--- src/rtl/mesi_isc_cpu_port_pkg.sv ---
// Shared encodings, state enums and default widths for the MESI
// coherence controller CPU port.
package mesi_isc_cpu_port_pkg;

   localparam int MBUS_CMD_W_DEF = 3;
   localparam int CBUS_CMD_W_DEF = 3;
   localparam int ADDR_W_DEF     = 32;
   localparam int FIFO_SIZE_DEF  = 2;
   localparam int FIFO_LOG2_DEF  = 1;
   localparam int SNOOP_LAT_DEF  = 2;

   localparam logic [2:0] MBUS_NOP      = 3'd0;
   localparam logic [2:0] MBUS_WR       = 3'd1;
   localparam logic [2:0] MBUS_RD       = 3'd2;
   localparam logic [2:0] MBUS_WR_BROAD = 3'd3;
   localparam logic [2:0] MBUS_RD_BROAD = 3'd4;

   localparam logic [2:0] CBUS_NOP      = 3'd0;
   localparam logic [2:0] CBUS_WR_SNOOP = 3'd1;
   localparam logic [2:0] CBUS_RD_SNOOP = 3'd2;
   localparam logic [2:0] CBUS_EN_WR    = 3'd3;
   localparam logic [2:0] CBUS_EN_RD    = 3'd4;

   typedef enum logic [1:0] {
      M_IDLE,
      M_REQ,
      M_WAIT_EN
   } main_state_e;

   typedef enum logic [1:0] {
      C_IDLE,
      C_SNOOP,
      C_ACK,
      C_GAP
   } coh_state_e;

endpackage

--- src/rtl/mesi_isc_cpu_port_fifo.sv ---
// CPU request FIFO: registered occupancy, so an entry pushed into an
// empty FIFO only becomes visible at the head one cycle later.
module mesi_isc_cpu_port_fifo
   import mesi_isc_cpu_port_pkg::*;
#(
   parameter int DATA_WIDTH = MBUS_CMD_W_DEF + ADDR_W_DEF,
   parameter int SIZE       = FIFO_SIZE_DEF,
   parameter int SIZE_LOG2  = FIFO_LOG2_DEF
) (
   input  logic                  clk,
   input  logic                  rst,
   input  logic                  push_i,
   input  logic [DATA_WIDTH-1:0] data_i,
   input  logic                  pop_i,
   output logic [DATA_WIDTH-1:0] data_o,
   output logic                  full_o,
   output logic                  empty_o
);

   logic [DATA_WIDTH-1:0] mem_q [SIZE];
   logic [DATA_WIDTH-1:0] mem_d [SIZE];
   logic [SIZE_LOG2-1:0]  wr_ptr_q, wr_ptr_d;
   logic [SIZE_LOG2-1:0]  rd_ptr_q, rd_ptr_d;
   logic [SIZE_LOG2:0]    count_q, count_d;

   assign full_o  = (count_q == (SIZE_LOG2+1)'(SIZE));
   assign empty_o = (count_q == '0);
   assign data_o  = mem_q[rd_ptr_q];

   always_comb begin
      mem_d    = mem_q;
      wr_ptr_d = wr_ptr_q;
      rd_ptr_d = rd_ptr_q;
      count_d  = count_q;
      if (push_i) begin
         mem_d[wr_ptr_q] = data_i;
         wr_ptr_d = (wr_ptr_q == SIZE_LOG2'(SIZE-1)) ? '0 : wr_ptr_q + 1'b1;
      end
      if (pop_i) begin
         rd_ptr_d = (rd_ptr_q == SIZE_LOG2'(SIZE-1)) ? '0 : rd_ptr_q + 1'b1;
      end
      case ({push_i, pop_i})
         2'b10:   count_d = count_q + 1'b1;
         2'b01:   count_d = count_q - 1'b1;
         default: count_d = count_q;
      endcase
   end

   always_ff @(posedge clk or negedge rst) begin
      if (!rst) begin
         for (int i = 0; i < SIZE; i++) mem_q[i] <= '0;
         wr_ptr_q <= '0;
         rd_ptr_q <= '0;
         count_q  <= '0;
      end else begin
         mem_q    <= mem_d;
         wr_ptr_q <= wr_ptr_d;
         rd_ptr_q <= rd_ptr_d;
         count_q  <= count_d;
      end
   end

endmodule

--- src/rtl/mesi_isc_cpu_port.sv ---
// CPU-side port of the MESI coherence controller: queues CPU requests,
// issues them on the main bus and services snoop / enable commands.
module mesi_isc_cpu_port
   import mesi_isc_cpu_port_pkg::*;
#(
   parameter int MBUS_CMD_WIDTH     = MBUS_CMD_W_DEF,
   parameter int CBUS_CMD_WIDTH     = CBUS_CMD_W_DEF,
   parameter int ADDR_WIDTH         = ADDR_W_DEF,
   parameter int REQ_FIFO_SIZE      = FIFO_SIZE_DEF,
   parameter int REQ_FIFO_SIZE_LOG2 = FIFO_LOG2_DEF,
   parameter int SNOOP_LAT          = SNOOP_LAT_DEF
) (
   input  logic                      clk,
   input  logic                      rst,
   input  logic                      cpu_req_valid_i,
   input  logic [MBUS_CMD_WIDTH-1:0] cpu_req_cmd_i,
   input  logic [ADDR_WIDTH-1:0]     cpu_req_addr_i,
   output logic                      cpu_req_ready_o,
   output logic                      cpu_done_o,
   output logic [MBUS_CMD_WIDTH-1:0] mbus_cmd_o,
   output logic [ADDR_WIDTH-1:0]     mbus_addr_o,
   input  logic                      mbus_ack_i,
   input  logic [CBUS_CMD_WIDTH-1:0] cbus_cmd_i,
   input  logic [ADDR_WIDTH-1:0]     cbus_addr_i,
   output logic                      cbus_ack_o,
   output logic                      snoop_valid_o,
   output logic                      snoop_wr_o,
   output logic [ADDR_WIDTH-1:0]     snoop_addr_o,
   output logic                      protocol_err_o
);

   localparam int DW    = MBUS_CMD_WIDTH + ADDR_WIDTH;
   localparam int CNT_W = 8;

   localparam logic [MBUS_CMD_WIDTH-1:0] CMD_NOP = MBUS_CMD_WIDTH'(MBUS_NOP);
   localparam logic [MBUS_CMD_WIDTH-1:0] CMD_WRB = MBUS_CMD_WIDTH'(MBUS_WR_BROAD);
   localparam logic [MBUS_CMD_WIDTH-1:0] CMD_RDB = MBUS_CMD_WIDTH'(MBUS_RD_BROAD);
   localparam logic [CBUS_CMD_WIDTH-1:0] CB_WRS  = CBUS_CMD_WIDTH'(CBUS_WR_SNOOP);
   localparam logic [CBUS_CMD_WIDTH-1:0] CB_RDS  = CBUS_CMD_WIDTH'(CBUS_RD_SNOOP);
   localparam logic [CBUS_CMD_WIDTH-1:0] CB_ENW  = CBUS_CMD_WIDTH'(CBUS_EN_WR);
   localparam logic [CBUS_CMD_WIDTH-1:0] CB_ENR  = CBUS_CMD_WIDTH'(CBUS_EN_RD);

   logic                      fifo_push, fifo_pop, fifo_full, fifo_empty;
   logic [DW-1:0]             fifo_rdata;
   logic [MBUS_CMD_WIDTH-1:0] head_cmd;
   logic [ADDR_WIDTH-1:0]     head_addr;

   main_state_e               m_state_q, m_state_d;
   coh_state_e                c_state_q, c_state_d;
   logic [MBUS_CMD_WIDTH-1:0] mbus_cmd_q, mbus_cmd_d;
   logic [MBUS_CMD_WIDTH-1:0] req_cmd_q, req_cmd_d;
   logic [ADDR_WIDTH-1:0]     mbus_addr_q, mbus_addr_d;
   logic                      cpu_done_q, cpu_done_d;
   logic                      cbus_ack_q, cbus_ack_d;
   logic                      snoop_valid_q, snoop_valid_d;
   logic                      snoop_wr_q, snoop_wr_d;
   logic [ADDR_WIDTH-1:0]     snoop_addr_q, snoop_addr_d;
   logic                      err_q, err_d;
   logic [CNT_W-1:0]          snoop_cnt_q, snoop_cnt_d;

   logic snoop_cmd, en_cmd, en_type_ok, en_hit;

   assign fifo_push = cpu_req_valid_i & ~fifo_full;
   assign head_cmd  = fifo_rdata[DW-1 -: MBUS_CMD_WIDTH];
   assign head_addr = fifo_rdata[ADDR_WIDTH-1:0];

   mesi_isc_cpu_port_fifo #(
      .DATA_WIDTH (DW),
      .SIZE       (REQ_FIFO_SIZE),
      .SIZE_LOG2  (REQ_FIFO_SIZE_LOG2)
   ) u_fifo (
      .clk     (clk),
      .rst     (rst),
      .push_i  (fifo_push),
      .data_i  ({cpu_req_cmd_i, cpu_req_addr_i}),
      .pop_i   (fifo_pop),
      .data_o  (fifo_rdata),
      .full_o  (fifo_full),
      .empty_o (fifo_empty)
   );

   // Enable commands are only sampled when the coherence FSM is idle.
   assign snoop_cmd  = (c_state_q == C_IDLE) &&
                       (cbus_cmd_i == CB_WRS || cbus_cmd_i == CB_RDS);
   assign en_cmd     = (c_state_q == C_IDLE) &&
                       (cbus_cmd_i == CB_ENW || cbus_cmd_i == CB_ENR);
   assign en_type_ok = (cbus_cmd_i == CB_ENW && req_cmd_q == CMD_WRB) ||
                       (cbus_cmd_i == CB_ENR && req_cmd_q == CMD_RDB);
   assign en_hit     = en_cmd && en_type_ok &&
                       (m_state_q == M_WAIT_EN) &&
                       (cbus_addr_i == mbus_addr_q);

   always_comb begin
      m_state_d   = m_state_q;
      mbus_cmd_d  = mbus_cmd_q;
      mbus_addr_d = mbus_addr_q;
      req_cmd_d   = req_cmd_q;
      cpu_done_d  = 1'b0;
      fifo_pop    = 1'b0;
      unique case (m_state_q)
         M_IDLE: begin
            if (!fifo_empty) begin
               fifo_pop    = 1'b1;
               mbus_cmd_d  = head_cmd;
               mbus_addr_d = head_addr;
               req_cmd_d   = head_cmd;
               m_state_d   = M_REQ;
            end
         end
         M_REQ: begin
            if (mbus_ack_i) begin
               mbus_cmd_d = CMD_NOP;
               if (req_cmd_q == CMD_WRB || req_cmd_q == CMD_RDB) begin
                  m_state_d = M_WAIT_EN;
               end else begin
                  cpu_done_d = 1'b1;
                  m_state_d  = M_IDLE;
               end
            end
         end
         M_WAIT_EN: begin
            if (en_hit) begin
               cpu_done_d = 1'b1;
               m_state_d  = M_IDLE;
            end
         end
         default: m_state_d = M_IDLE;
      endcase
   end

   always_comb begin
      c_state_d     = c_state_q;
      cbus_ack_d    = 1'b0;
      snoop_valid_d = 1'b0;
      snoop_wr_d    = snoop_wr_q;
      snoop_addr_d  = snoop_addr_q;
      snoop_cnt_d   = snoop_cnt_q;
      err_d         = err_q | (cpu_req_valid_i & fifo_full) |
                      (en_cmd & ~en_hit);
      unique case (c_state_q)
         C_IDLE: begin
            if (snoop_cmd) begin
               snoop_valid_d = 1'b1;
               snoop_wr_d    = (cbus_cmd_i == CB_WRS);
               snoop_addr_d  = cbus_addr_i;
               snoop_cnt_d   = '0;
               if (SNOOP_LAT <= 1) begin
                  c_state_d  = C_ACK;
                  cbus_ack_d = 1'b1;
               end else begin
                  c_state_d  = C_SNOOP;
               end
            end else if (en_cmd) begin
               c_state_d  = C_ACK;
               cbus_ack_d = 1'b1;
            end
         end
         C_SNOOP: begin
            if (snoop_cnt_q == CNT_W'(SNOOP_LAT - 2)) begin
               c_state_d  = C_ACK;
               cbus_ack_d = 1'b1;
            end else begin
               snoop_cnt_d = snoop_cnt_q + 1'b1;
            end
         end
         C_ACK:   c_state_d = C_GAP;
         C_GAP:   c_state_d = C_IDLE;
         default: c_state_d = C_IDLE;
      endcase
   end

   always_ff @(posedge clk or negedge rst) begin
      if (!rst) begin
         m_state_q     <= M_IDLE;
         c_state_q     <= C_IDLE;
         mbus_cmd_q    <= CMD_NOP;
         mbus_addr_q   <= '0;
         req_cmd_q     <= CMD_NOP;
         cpu_done_q    <= 1'b0;
         cbus_ack_q    <= 1'b0;
         snoop_valid_q <= 1'b0;
         snoop_wr_q    <= 1'b0;
         snoop_addr_q  <= '0;
         err_q         <= 1'b0;
         snoop_cnt_q   <= '0;
      end else begin
         m_state_q     <= m_state_d;
         c_state_q     <= c_state_d;
         mbus_cmd_q    <= mbus_cmd_d;
         mbus_addr_q   <= mbus_addr_d;
         req_cmd_q     <= req_cmd_d;
         cpu_done_q    <= cpu_done_d;
         cbus_ack_q    <= cbus_ack_d;
         snoop_valid_q <= snoop_valid_d;
         snoop_wr_q    <= snoop_wr_d;
         snoop_addr_q  <= snoop_addr_d;
         err_q         <= err_d;
         snoop_cnt_q   <= snoop_cnt_d;
      end
   end

   assign cpu_req_ready_o = ~fifo_full;
   assign cpu_done_o      = cpu_done_q;
   assign mbus_cmd_o      = mbus_cmd_q;
   assign mbus_addr_o     = mbus_addr_q;
   assign cbus_ack_o      = cbus_ack_q;
   assign snoop_valid_o   = snoop_valid_q;
   assign snoop_wr_o      = snoop_wr_q;
   assign snoop_addr_o    = snoop_addr_q;
   assign protocol_err_o  = err_q;

endmodule

--- config.mk ---
export PLATFORM = sky130hd
export DESIGN_NAME = mesi_isc_cpu_port
export DESIGN_NICKNAME = d
export VERILOG_FILES = /design/src/rtl/mesi_isc_cpu_port_pkg.sv /design/src/rtl/mesi_isc_cpu_port_fifo.sv /design/src/rtl/mesi_isc_cpu_port.sv
export SDC_FILE = /design/constraint.sdc
export NUM_CORES = 1
export LEC_CHECK = 0
export BUFFER_PORTS_ARGS = -buffer_cell sky130_fd_sc_hd__buf_2
export CORE_ASPECT_RATIO = 0.8
export CORE_MARGIN = 2
export CORE_UTILIZATION = 50
export CTS_BUF_LIST = sky130_fd_sc_hd__clkbuf_8
export DETAILED_ROUTE_END_ITERATION = 10
export PLACE_DENSITY = 0.73
export RECOVER_POWER = 25
export SLEW_MARGIN = 20
export SYNTH_ARGS = -nofsm -noshare
export SYNTH_HDL_FRONTEND = slang
export SYNTH_HIERARCHICAL = 1
export SYNTH_SLANG_ARGS = --single-unit
--- constraint.sdc ---
create_clock -name clk -period 2.6 [get_ports clk]
set_input_delay 0.52 -clock clk [delete_from_list [all_inputs] [get_ports clk]]
set_output_delay 0.52 -clock clk [all_outputs]
set_load 0.01 [all_outputs]
# ---- Word level (Yosys, flattened, before mapping)
# Cells that the tools add are included.
dict set report totals {
  register_bits 161
  input_bits 74
  output_inout_bits 73
  word_cells 118
}
dict set report classes {
  add_sub_neg 5
  order_cmp 3
  n_eq_ne 22
  n_mux 36
  n_bitwise 10
  reduce_logical 25
}
# cell count
set ops {}
lappend ops {{35-bit 2-to-1 mux} 4}
lappend ops {{70-bit bitwise mux} 1}
lappend ops {{35-bit demux with 1-bit select} 1}
lappend ops {{32-bit == test} 1}
lappend ops {{8-bit 2-to-1 mux} 2}
lappend ops {{8-bit case mux with 2 select lines} 1}
lappend ops {{2-bit 2-to-1 mux} 7}
lappend ops {{1-bit 2-to-1 mux} 12}
lappend ops {{2-bit != test (second input constant)} 6}
lappend ops {{2-bit == test (second input constant)} 5}
lappend ops {{3-bit by 2-bit == test with 1-bit output (second input constant)} 3}
lappend ops {{3-bit AND reduction} 3}
lappend ops {{8-bit by 1-bit adder with 8-bit output (second input constant)} 1}
lappend ops {{1-bit logical AND} 8}
lappend ops {{8-bit logical NOT} 1}
lappend ops {{2-bit case mux with 4 select lines} 1}
lappend ops {{2-bit by 1-bit == test with 1-bit output (second input constant)} 3}
lappend ops {{3-bit == test (second input constant)} 2}
lappend ops {{2-bit logical NOT} 3}
lappend ops {{3-bit 2-to-1 mux} 2}
lappend ops {{2-bit case mux with 3 select lines} 1}
lappend ops {{3-bit case mux with 2 select lines} 1}
lappend ops {{2-bit AND reduction} 3}
lappend ops {{2-bit nonzero test} 3}
lappend ops {{other kinds (14)} 26}

# ---- Logic depth before layout (Yosys ltp)
# Gate-level depths: netlist of run 1.
dict set report logic_depth {
  depth_word 9
  mapped_depth 10
  ltp_nobuf 8
}

# ---- Hierarchy
# Netlist of run 1, hierarchy kept.
# mod n_inst cells_each area_per_inst_um2 seq_area_each_um2
set modules_own_cells {}
lappend modules_own_cells {mesi_isc_cpu_port 1 392 4080.2 2177.1}
lappend modules_own_cells {mesi_isc_cpu_port_fifo 1 201 3224.3 1851.8}

# ---- Worst setup path before layout of run 1
# Ideal clock, no wire load.
dict set report synth_timing {
  kind {register to register}
  startpoint {reg m_state_q[0]}
  endpoint {reg u_fifo.count_q[1]}
  setup_time_ps 79
  arrival_ps 2006
  required_ps 2521
  path_slack_ps 515
  path_stages_with_launch 10
  path_buffers 2
  period_less_slack_ps 2085
  path_cell_list {dfrtp_1 inv_1 ha_1 inv_2 nor2_1 buf_2 buf_1 ha_1 nor2_1 xor2_1}
}
dict set report synth_between {
  elab_chain_cells 4
  word_cells_on_any_way 6
  classes_between {2 x eq/ne; 2 x mux; 2 x reduce/logical}
}
# element line_no
set synth_lines {}
lappend synth_lines {{from (decl)} mesi_isc_cpu_port.sv:48} ;# main_state_e m_state_q, m_state_d;
lappend synth_lines {{from (signal assigned)} mesi_isc_cpu_port.sv:187} ;# m_state_q <= m_state_d;
lappend synth_lines {{2-bit logical NOT (*)} mesi_isc_cpu_port.sv:100} ;# unique case (m_state_q)
lappend synth_lines {{1-bit 2-to-1 mux (*)} mesi_isc_cpu_port.sv:100}
lappend synth_lines {{net fifo_pop} mesi_isc_cpu_port.sv:43} ;# logic fifo_push, fifo_pop, fifo_full, fifo_empty;
lappend synth_lines {{2-bit by 1-bit == test with 1-bit output or 2-bit == test (tied branches)} mesi_isc_cpu_port_fifo.sv:42} ;# case ({push_i, pop_i})
lappend synth_lines {{2-bit case mux with 2 select lines or 2-bit nonzero test (tied branches)} --}
lappend synth_lines {{to (signal assigned)} mesi_isc_cpu_port_fifo.sv:59} ;# count_q <= count_d;
lappend synth_lines {{to (decl)} mesi_isc_cpu_port_fifo.sv:24} ;# logic [SIZE_LOG2:0] count_q, count_d;
# The timed path passes the listed nets; every way through them passes the cells marked *.
# A chain may end at the register's enable or synchronous reset.

# ---- Final worst setup path of run 1
dict set report layout_timing {
  startpoint {reg c_state_q[1]}
  endpoint {reg snoop_cnt_q[7]}
}
dict set report layout_between {
  elab_chain_cells 4
  word_cells_on_any_way 8
  classes_between {3 x eq/ne; 1 x mux; 4 x reduce/logical}
}
# element line_no
set layout_lines {}
lappend layout_lines {{from (decl)} mesi_isc_cpu_port.sv:49} ;# coh_state_e c_state_q, c_state_d;
lappend layout_lines {{from (signal assigned)} mesi_isc_cpu_port.sv:188} ;# c_state_q <= c_state_d;
lappend layout_lines {{2-bit logical NOT} {mesi_isc_cpu_port.sv:83, mesi_isc_cpu_port.sv:140}}
lappend layout_lines {{1-bit logical AND} mesi_isc_cpu_port.sv:83} ;# assign snoop_cmd = (c_state_q == C_IDLE) &&
lappend layout_lines {{2-bit != test (no source line)} --}
lappend layout_lines {{3-bit AND reduction (no source line)} --}
lappend layout_lines {{to (signal assigned)} mesi_isc_cpu_port.sv:198} ;# snoop_cnt_q <= snoop_cnt_d;
lappend layout_lines {{to (decl)} mesi_isc_cpu_port.sv:59} ;# logic [CNT_W-1:0] snoop_cnt_q, snoop_cnt_d;
# Parallel ways exist; a longest one is shown, timed or not.

==> results of run 1 <==
-- state kept, by name, indices dropped and copies added, names as in the netlist --
signal           cells
u_fifo/count_q       2
u_fifo/mem_q        70
protocol_err_o       1
mbus_cmd_o           3
c_state_q            2
cpu_done_o           1
u_fifo/wr_ptr_q      1
m_state_q            2
req_cmd_q            3
u_fifo/rd_ptr_q      1
cbus_ack_o           1
snoop_valid_o        1
snoop_addr_o        32
mbus_addr_o         32
snoop_wr_o           1
snoop_cnt_q          8
-- layer usage --
layer  up-vias  GRT usage  wire, um
met2       129     0.3787      8335
li1       2344          -         -
met1      2604     0.3099      7829
met4         4    0.06734       255
met3        23    0.07338      1033
met5         -          0        27
-- worst min-delay path, delay by kind of cell --
kind	cells	cell delay, ns
buffers and inverters	1	0.09
AND/OR/NAND/NOR	2	0.09
-- cell usage after synthesis (2+ instances only) --
master    instances
a21o_1            2
a21oi_1           6
a221o_1           2
a22oi_1           6
and2_1            2
buf_1             3
buf_2             5
buf_6             3
buf_8             3
clkbuf_1          7
dfrtp_1         161
ha_1              9
inv_1            14
inv_2             4
mux2_1           25
mux2_2          113
nand2_1         113
nand2b_1          3
nand3_1           4
nand4_1           8
nor2_1           11
nor2b_1           4
nor4_1            2
nor4_2            2
o211ai_1          2
o21ai_1          15
o221a_1           2
o22ai_1           2
or3_1             4
xnor2_1          30
xor2_1            6
-- worst min path at each step --
stage                             to              from
finish              snoop_addr_o[29]   cbus_addr_i[29]
CTS                 u_fifo/mem_q[65]               rst
global route         snoop_addr_o[7]    cbus_addr_i[7]
floorplan               c_state_q[0]               rst
detailed placement  snoop_addr_o[21]  snoop_addr_o[21]
global placement    snoop_addr_o[22]  snoop_addr_o[22]
-- metrics by stage --
stage	cell area [sq um]	util	std cells	power, W	worst slack, ns
6_report	8663	0.6059	946	0.01089	0.3353
4_1_cts	8671	0.6065	945	0.01099	0.3329
3_3_place_gp	8267	0.5782	914	0.008832	0.3934
3_5_place_dp	8267	0.5782	914	0.009105	0.3330
5_1_grt	8661	0.6058	945	0.01162	0.2020
2_1_floorplan	7305	-	593	0.007497	0.5146
-- layout by cell type, fill, tap and decap left out, types with 3 or more instances in the layout --
cell / n
a21oi_1: 6
a22oi_1: 6
buf_12: 3
buf_2: 145
buf_4: 8
clkbuf_8: 20
clkinv_4: 3
dfrtp_1: 160
ha_1: 9
inv_1: 14
inv_2: 4
mux2_1: 25
mux2_2: 113
nand2_1: 113
nand2b_1: 3
nand3_1: 4
nand4_1: 8
nor2_1: 10
nor2b_1: 4
o21ai_1: 15
or3_1: 4
xnor2_1: 30
xor2_1: 6
-- cell type report --
| cell class | instances | area, sq um | share of cell area |
|---|---|---|---|
| flip-flops and latches | 161 | 4030 | 0.4652 |
| clock buffers | 20 | 275.3 | 0.03177 |
| multi-input cells | 392 | 3070 | 0.3544 |
| diodes | 1 | 2.502 | 0.0002889 |
| well taps | 184 | 230.2 | 0.02657 |
| repair buffers | 158 | 854.6 | 0.09864 |
| inverters | 19 | 71.32 | 0.008232 |
| clock inverters | 11 | 128.9 | 0.01488 |
-- where the power goes --
group,total (W),switching [W],internal (W)
combinational,0.00453,0.00219,0.00234
sequential,0.00451,0.000809,0.00370
clock,0.00185,0.000924,0.000931
-- logic make-up after synthesis --
| group | after synthesis | share of synthesized area |
|---|---|---|
| buffers and inverters | 40 | 0.02912 |
| adders and majority gates | 9 | 0.01542 |
| AOI/OAI and AO/OA | 43 | 0.04111 |
| DFF | 161 | 0.5516 |
| xor gates and xnor gates | 36 | 0.04317 |
| and+or+nand+nor | 165 | 0.1055 |
| muxes | 139 | 0.2141 |
==> impl_results.md, run 1 <==
- Worst-path clk slew: about 0.09 ns
- Crit path DAT: 2.64 ns
- WHS Path Cells: 3
- Fillers: approximately 1.2k
- Top FF cell, synth: dfrtp_1
- Share of layout cells above drive strength 1: 0.4139
- Synth Cell Area: between 7000 and 8000 sq um
- Worst Hold Class: in2reg
- Distinct cell type count after synthesis: about 50
- Layout Nets: about 830
- WL/cell: 18.48 um
- Type of the worst setup path: reg2reg
- Synth Warn #: 6
- Peak Freq: 441.6 MHz
- Initial antenna violation count: 3
- Antenna-violating nets left: 0
- Core ar.: about 14000 sq um
- Synth-to-Final Area Change: 18.60%
- Reg2reg end: snoop_cnt_q[7]
- CTS tree: done
- Setup violators final: 0
- Max-cap violation count: 1
- Reg2reg setup slack: roughly 0.34 ns
- First-pass GRT wire length: between 20 and 30 mm
- Row count: 39
- Highest-delay cell along the critical path: dfrtp_1
- Min Tclk post-route: 2.265 ns
- Post-cts gate resize count: 0
- Via density per instance: 5.395
- Reg2reg start: c_state_q[1]
- Seq cells post-synth: roughly 160
- Reg2Reg Depth: 7
- Setup crit end: snoop_cnt_q[7]
- Via count: slightly above 5k
- Seq/Total Area, Yosys: 0.5516
- Vias in the first global route: 5396
- Outcome: complete, but fails checks
- Post-CTS Setup Repair Bufs: 0
- Die area: 15600 sq um
- I/O pin cnt: around 150
- Worst Skew: ~0.014 ns
- CP Cell Sequence: inv_1 -> ha_1 -> nor2b_1 -> a22oi_1 -> nand4bb_1 -> or3_1 -> a21oi_1
- Worst Tran Pin Value: roughly 1.7 ns
- Total wire length: between 15 and 20 mm
- CTS Hold Bufs: 0
- Dpl hpwl: 12.77 mm
- Worst path bufs/invs: 1
- Clk buf depth: 2
- H-tree depth: 4
- Inserted Clock Buffers: 17
- Slew Viols, Final: 66
- Root buf cell: clkbuf_8
- GP Congestion: slightly above 0.8
- Area fraction of the dominant cell type after synthesis: 0.5516
- Setup crit end kind: flip-flop
- Insertion delay to the later sink of the worst-skew pair: between 0.4 and 0.5 ns
- Global Route Usage Sum: 0.2346
- Crit-path leading delay family: simple AND/OR/NAND/NOR gates
- Die H: between 100 and 150 um
- CP Max Fanout: 9
- GRT overflow: 0
- WHS: between 0.2 and 0.3 ns
- 1st-iter DRT viols: about 290
- Relative slew slack: -0.1500
- Final Hold Fails: 0
- Instance count on the critical path: 7
- Critical Path Source Type: flip-flop
- Crit-path max cell delay: 0.39 ns
- Initial Util: 0.5109
- Setup TNS: 0 ns
- Mapped Nets: ~680
- Synth area leaders: dfrtp_1 (55%), mux2_2 (17%), nand2_1 (5.8%)
- RSZ-0062 raised after global routing: false
- Peak supply drop: just over 0.6 mV
- PD cells: 1257 nW/um^2
- DR DRC count: 0
- Leakage: around 4 nW
- Die span in x: about 140 um
- Worst setup path startpoint: c_state_q[1]
- Number of flops mapped to enable cells by yosys: 0
- # clock sinks: about 160
- Ys async rst share: 1.000
- Mean area per synthesized cell: 12.32 sq um
- Total iterations of the first detailed-routing run: 4
- PortBufs: approximately 150
- Failing checks: capacitance limit, slew limit
- CP required: about 3.0 ns
- Synth area leader: dfrtp_1
- Final Cycle Share: 0.8710
- Post-Synthesis Cells: about 600
- Largest net degree at the start of global routing: 68
Note: power is estimated with default switching activity, not from simulation.
==> run 2: changes to the inputs <==
- SYNTH_HIERARCHICAL: 1 -> default
==> run 2 against run 1 <==
  * The run now ends clean
  * Sequential share of layout area up 0.63 points
  * Register-to-register slack about the same
  * Hold slack better by 0.0056 ns
  * Sequential cell count unchanged
  * Area after synthesis down 2.1%
  * Count of clock-buffer cells in the layout unchanged
  * Global-route usage up 0.15 points
  * Critical path depth up 1
==> impl_results.md, run 2 <==
- Largest family of logic cells by synthesized area: multiplexers
- Relative slew slack: 0.2269
- Seq cells post-synth: approximately 160
- Most frequent cells in the layout: dfrtp_1 (160), buf_2 (145), nand2_1 (141)
- Synth Area in Compound Gates: 0.06388
- Number of flops mapped to enable cells by yosys: 0
- Synth-to-Final Area Change: 19.57%
- WL/cell: approximately 18 um
- I/O pin cnt: around 150
- Die area: roughly 15000 sq um
- Vias in the first global route: about 5.2k
- Share of layout cells above drive strength 1: 0.3304
- Seq/Total Area, Yosys: 0.5635
- Synth area leader: dfrtp_1
- Adder-Cell Fraction of Synth Area: 0.01575
- Outcome: complete, no violations
- Initial Util: 0.5070
- 1st-iter DRT viols: around 370
- Core ar.: 14100 sq um
- CP Cell Sequence: inv_1 -> ha_1 -> nand2b_1 -> or2_1 -> buf_4 -> a211oi_1 -> a21oi_1 -> o21ai_0
- CP required: about 3.0 ns
- Leakage: between 4 and 5 nW
- Max-cap violation count: 0
- Biggest register: u_fifo.mem_q
- Antenna-violating nets left: 0
- Root buf cell: clkbuf_8
- Critical Path Source Type: flip-flop
- Clk buf depth: 2
- Peak Freq: around 440 MHz
- Crit-path max cell delay: 0.40 ns
- Setup violators final: 0
- Top cells by count, synth: dfrtp_1 (161), nand2_1 (141), mux2_2 (68)
- Dpl hpwl: about 13 mm
- Post-Synthesis Cells: around 630
- Insertion delay to the later sink of the worst-skew pair: ~0.45 ns
- CTS tree: done
- Count leader, synth: dfrtp_1
- Distinct cell type count after synthesis: 47
- Synth Cell Area: 7149 sq um
- RSZ-0062 raised after global routing: false
- Layout Nets: between 800 and 900
- PortBufs: about 150
- Synth Area in Simple Gates: 0.1201
- # clock sinks: roughly 160
- Synth area leaders: dfrtp_1 (56%), mux2_2 (11%), nand2_1 (7.4%)
- Setup TNS: 0 ns
- DR DRC count: 0
- Slew Viols, Final: 0
- Final Cycle Share: 0.8710
- Worst-path clk slew: approximately 0.08 ns
- Die H: 111.0 um
- Total Power: around 0.0094 W
- Via count: 5208
- H-tree depth: 4
- Synth Warn #: 0
- Max reg flops: 70
- Worst Hold Class: in2reg
- Worst Tran Pin Value: between 1 and 1.5 ns
- Die span in x: 137.7 um
- PD cells: between 1000 and 1500 nW/um^2
- Area fraction of the dominant cell type after synthesis: 0.5635
- Total iterations of the first detailed-routing run: 5
- Via density per instance: about 5.4
- Min Tclk post-route: 2.264 ns
- WHS: 0.2833 ns
- Inserted Clock Buffers: 17
- Total wire length: about 17 mm
- Crit-path leading delay family: compound AO/OA/AOI/OAI gates
- Worst path bufs/invs: 2
- Most common cell after layout, fill and taps aside: dfrtp_1
- Crit path DAT: between 2 and 3 ns
- Synth Area in XOR/XNOR: 0.05023
- Type of the worst setup path: reg2reg
- Global Route Usage Sum: 0.2361
- GRT overflow: 0
- Peak supply drop: between 0.6 and 0.7 mV
- Worst Skew: about 0.012 ns
- Initial antenna violation count: 2
- Final Hold Fails: 0
- Mapped Nets: a little over 700
- GP Congestion: just over 0.9
- First-pass GRT wire length: 27.19 mm
- Row count: 39
- CP Max Fanout: 31
- Highest-delay cell along the critical path: dfrtp_1
- Mux cell area share after synthesis: 0.1607
- Setup crit end kind: flip-flop
- Ys async rst share: 1.000
- Mean area per synthesized cell: between 10 and 15 sq um
- Top FF cell, synth: dfrtp_1
- Largest net degree at the start of global routing: between 60 and 70
==> run 2: cell types whose count changed in the layout (fill, tap and decap cells not counted), sizes merged, moves of 3 or more <==
cell / delta
a21oi: +4
a22oi: -4
buf: -3
clkinv: -3
mux2: -68
mux2i: +35
nand2: +27
nand4: +3
nor2: +4
nor2b: -4
o21ai: +29
xnor2: +8
xor2: -3
==> run 2: logic make-up (layout without fill, tap and decap cells) <==
logic type	after synthesis	count (layout)
AOI/OAI and AO/OA	76	76
other	0	1
xor gates and xnor gates	41	41
DFF	161	161
buffers and inverters	42	202
muxes	106	106
adders and majority gates	9	9
and+or+nand+nor	192	192
==> run 2: tightest hold or removal path, stage by stage <==
cell     delay (ns)
buf_2          0.09
nand2_1        0.04
nand2_1        0.04
==> run 2: per-stage QoR <==
| step | setup slack (ns) | util | instances | cell area, sq um |
|---|---|---|---|---|
| 2_1_floorplan | 0.5568 | - | 627 | 7149 |
| 3_5_place_dp | 0.2953 | 0.5772 | 938 | 8140 |
| 6_report | 0.3355 | 0.6062 | 972 | 8548 |
| 4_1_cts | 0.3524 | 0.6064 | 971 | 8552 |
| 5_1_grt | 0.1571 | 0.6060 | 971 | 8546 |
| 3_3_place_gp | 0.4053 | 0.5772 | 938 | 8140 |
==> run 2: worst paths after layout <==
check,from,slack [ns],to,cells past startpoint
setup / recovery,c_state_q[0],0.34,snoop_cnt_q[3],8
hold reg to reg,snoop_addr_o[19],0.47,snoop_addr_o[19],2
max in group asynchronous,rst,0.83,cpu_done_o,3
hold / removal,cbus_addr_i[29],0.28,snoop_addr_o[29],3
setup reg to reg,c_state_q[0],0.34,snoop_cnt_q[3],8
min in group asynchronous,rst,0.83,snoop_addr_o[30],2
==> run 2: repair_timing <==
action                    CTS  global route
resized for setup           0             0
hold buffers                1             0
setup buffers               0             0
hold endpoints to repair   42             0
==> run 2: layer usage <==
layer | share of wire | global-route usage
met3 | 0.058 | 0.06356
met1 | 0.45 | 0.3190
met2 | 0.47 | 0.3665
met5 | 0.00064 | 0
met4 | 0.026 | 0.08776
==> run 2: area by class of cell <==
type | instances | area [sq um]
diodes | 1 | 2.502
clock buffers | 20 | 275.3
clock inverters | 12 | 126.4
fillers | 1160 | 5554
inverters | 15 | 56.30
multi-input cells | 424 | 2952
flip-flops and latches | 161 | 4030
well taps | 184 | 230.2
repair buffers | 155 | 875.8
==> run 2: power by group <==
part           switching [W]  leakage [nW]  internal [W]
clock               0.000859         0.231       0.00100
sequential          0.000775          1.99       0.00343
combinational        0.00168          2.02       0.00170
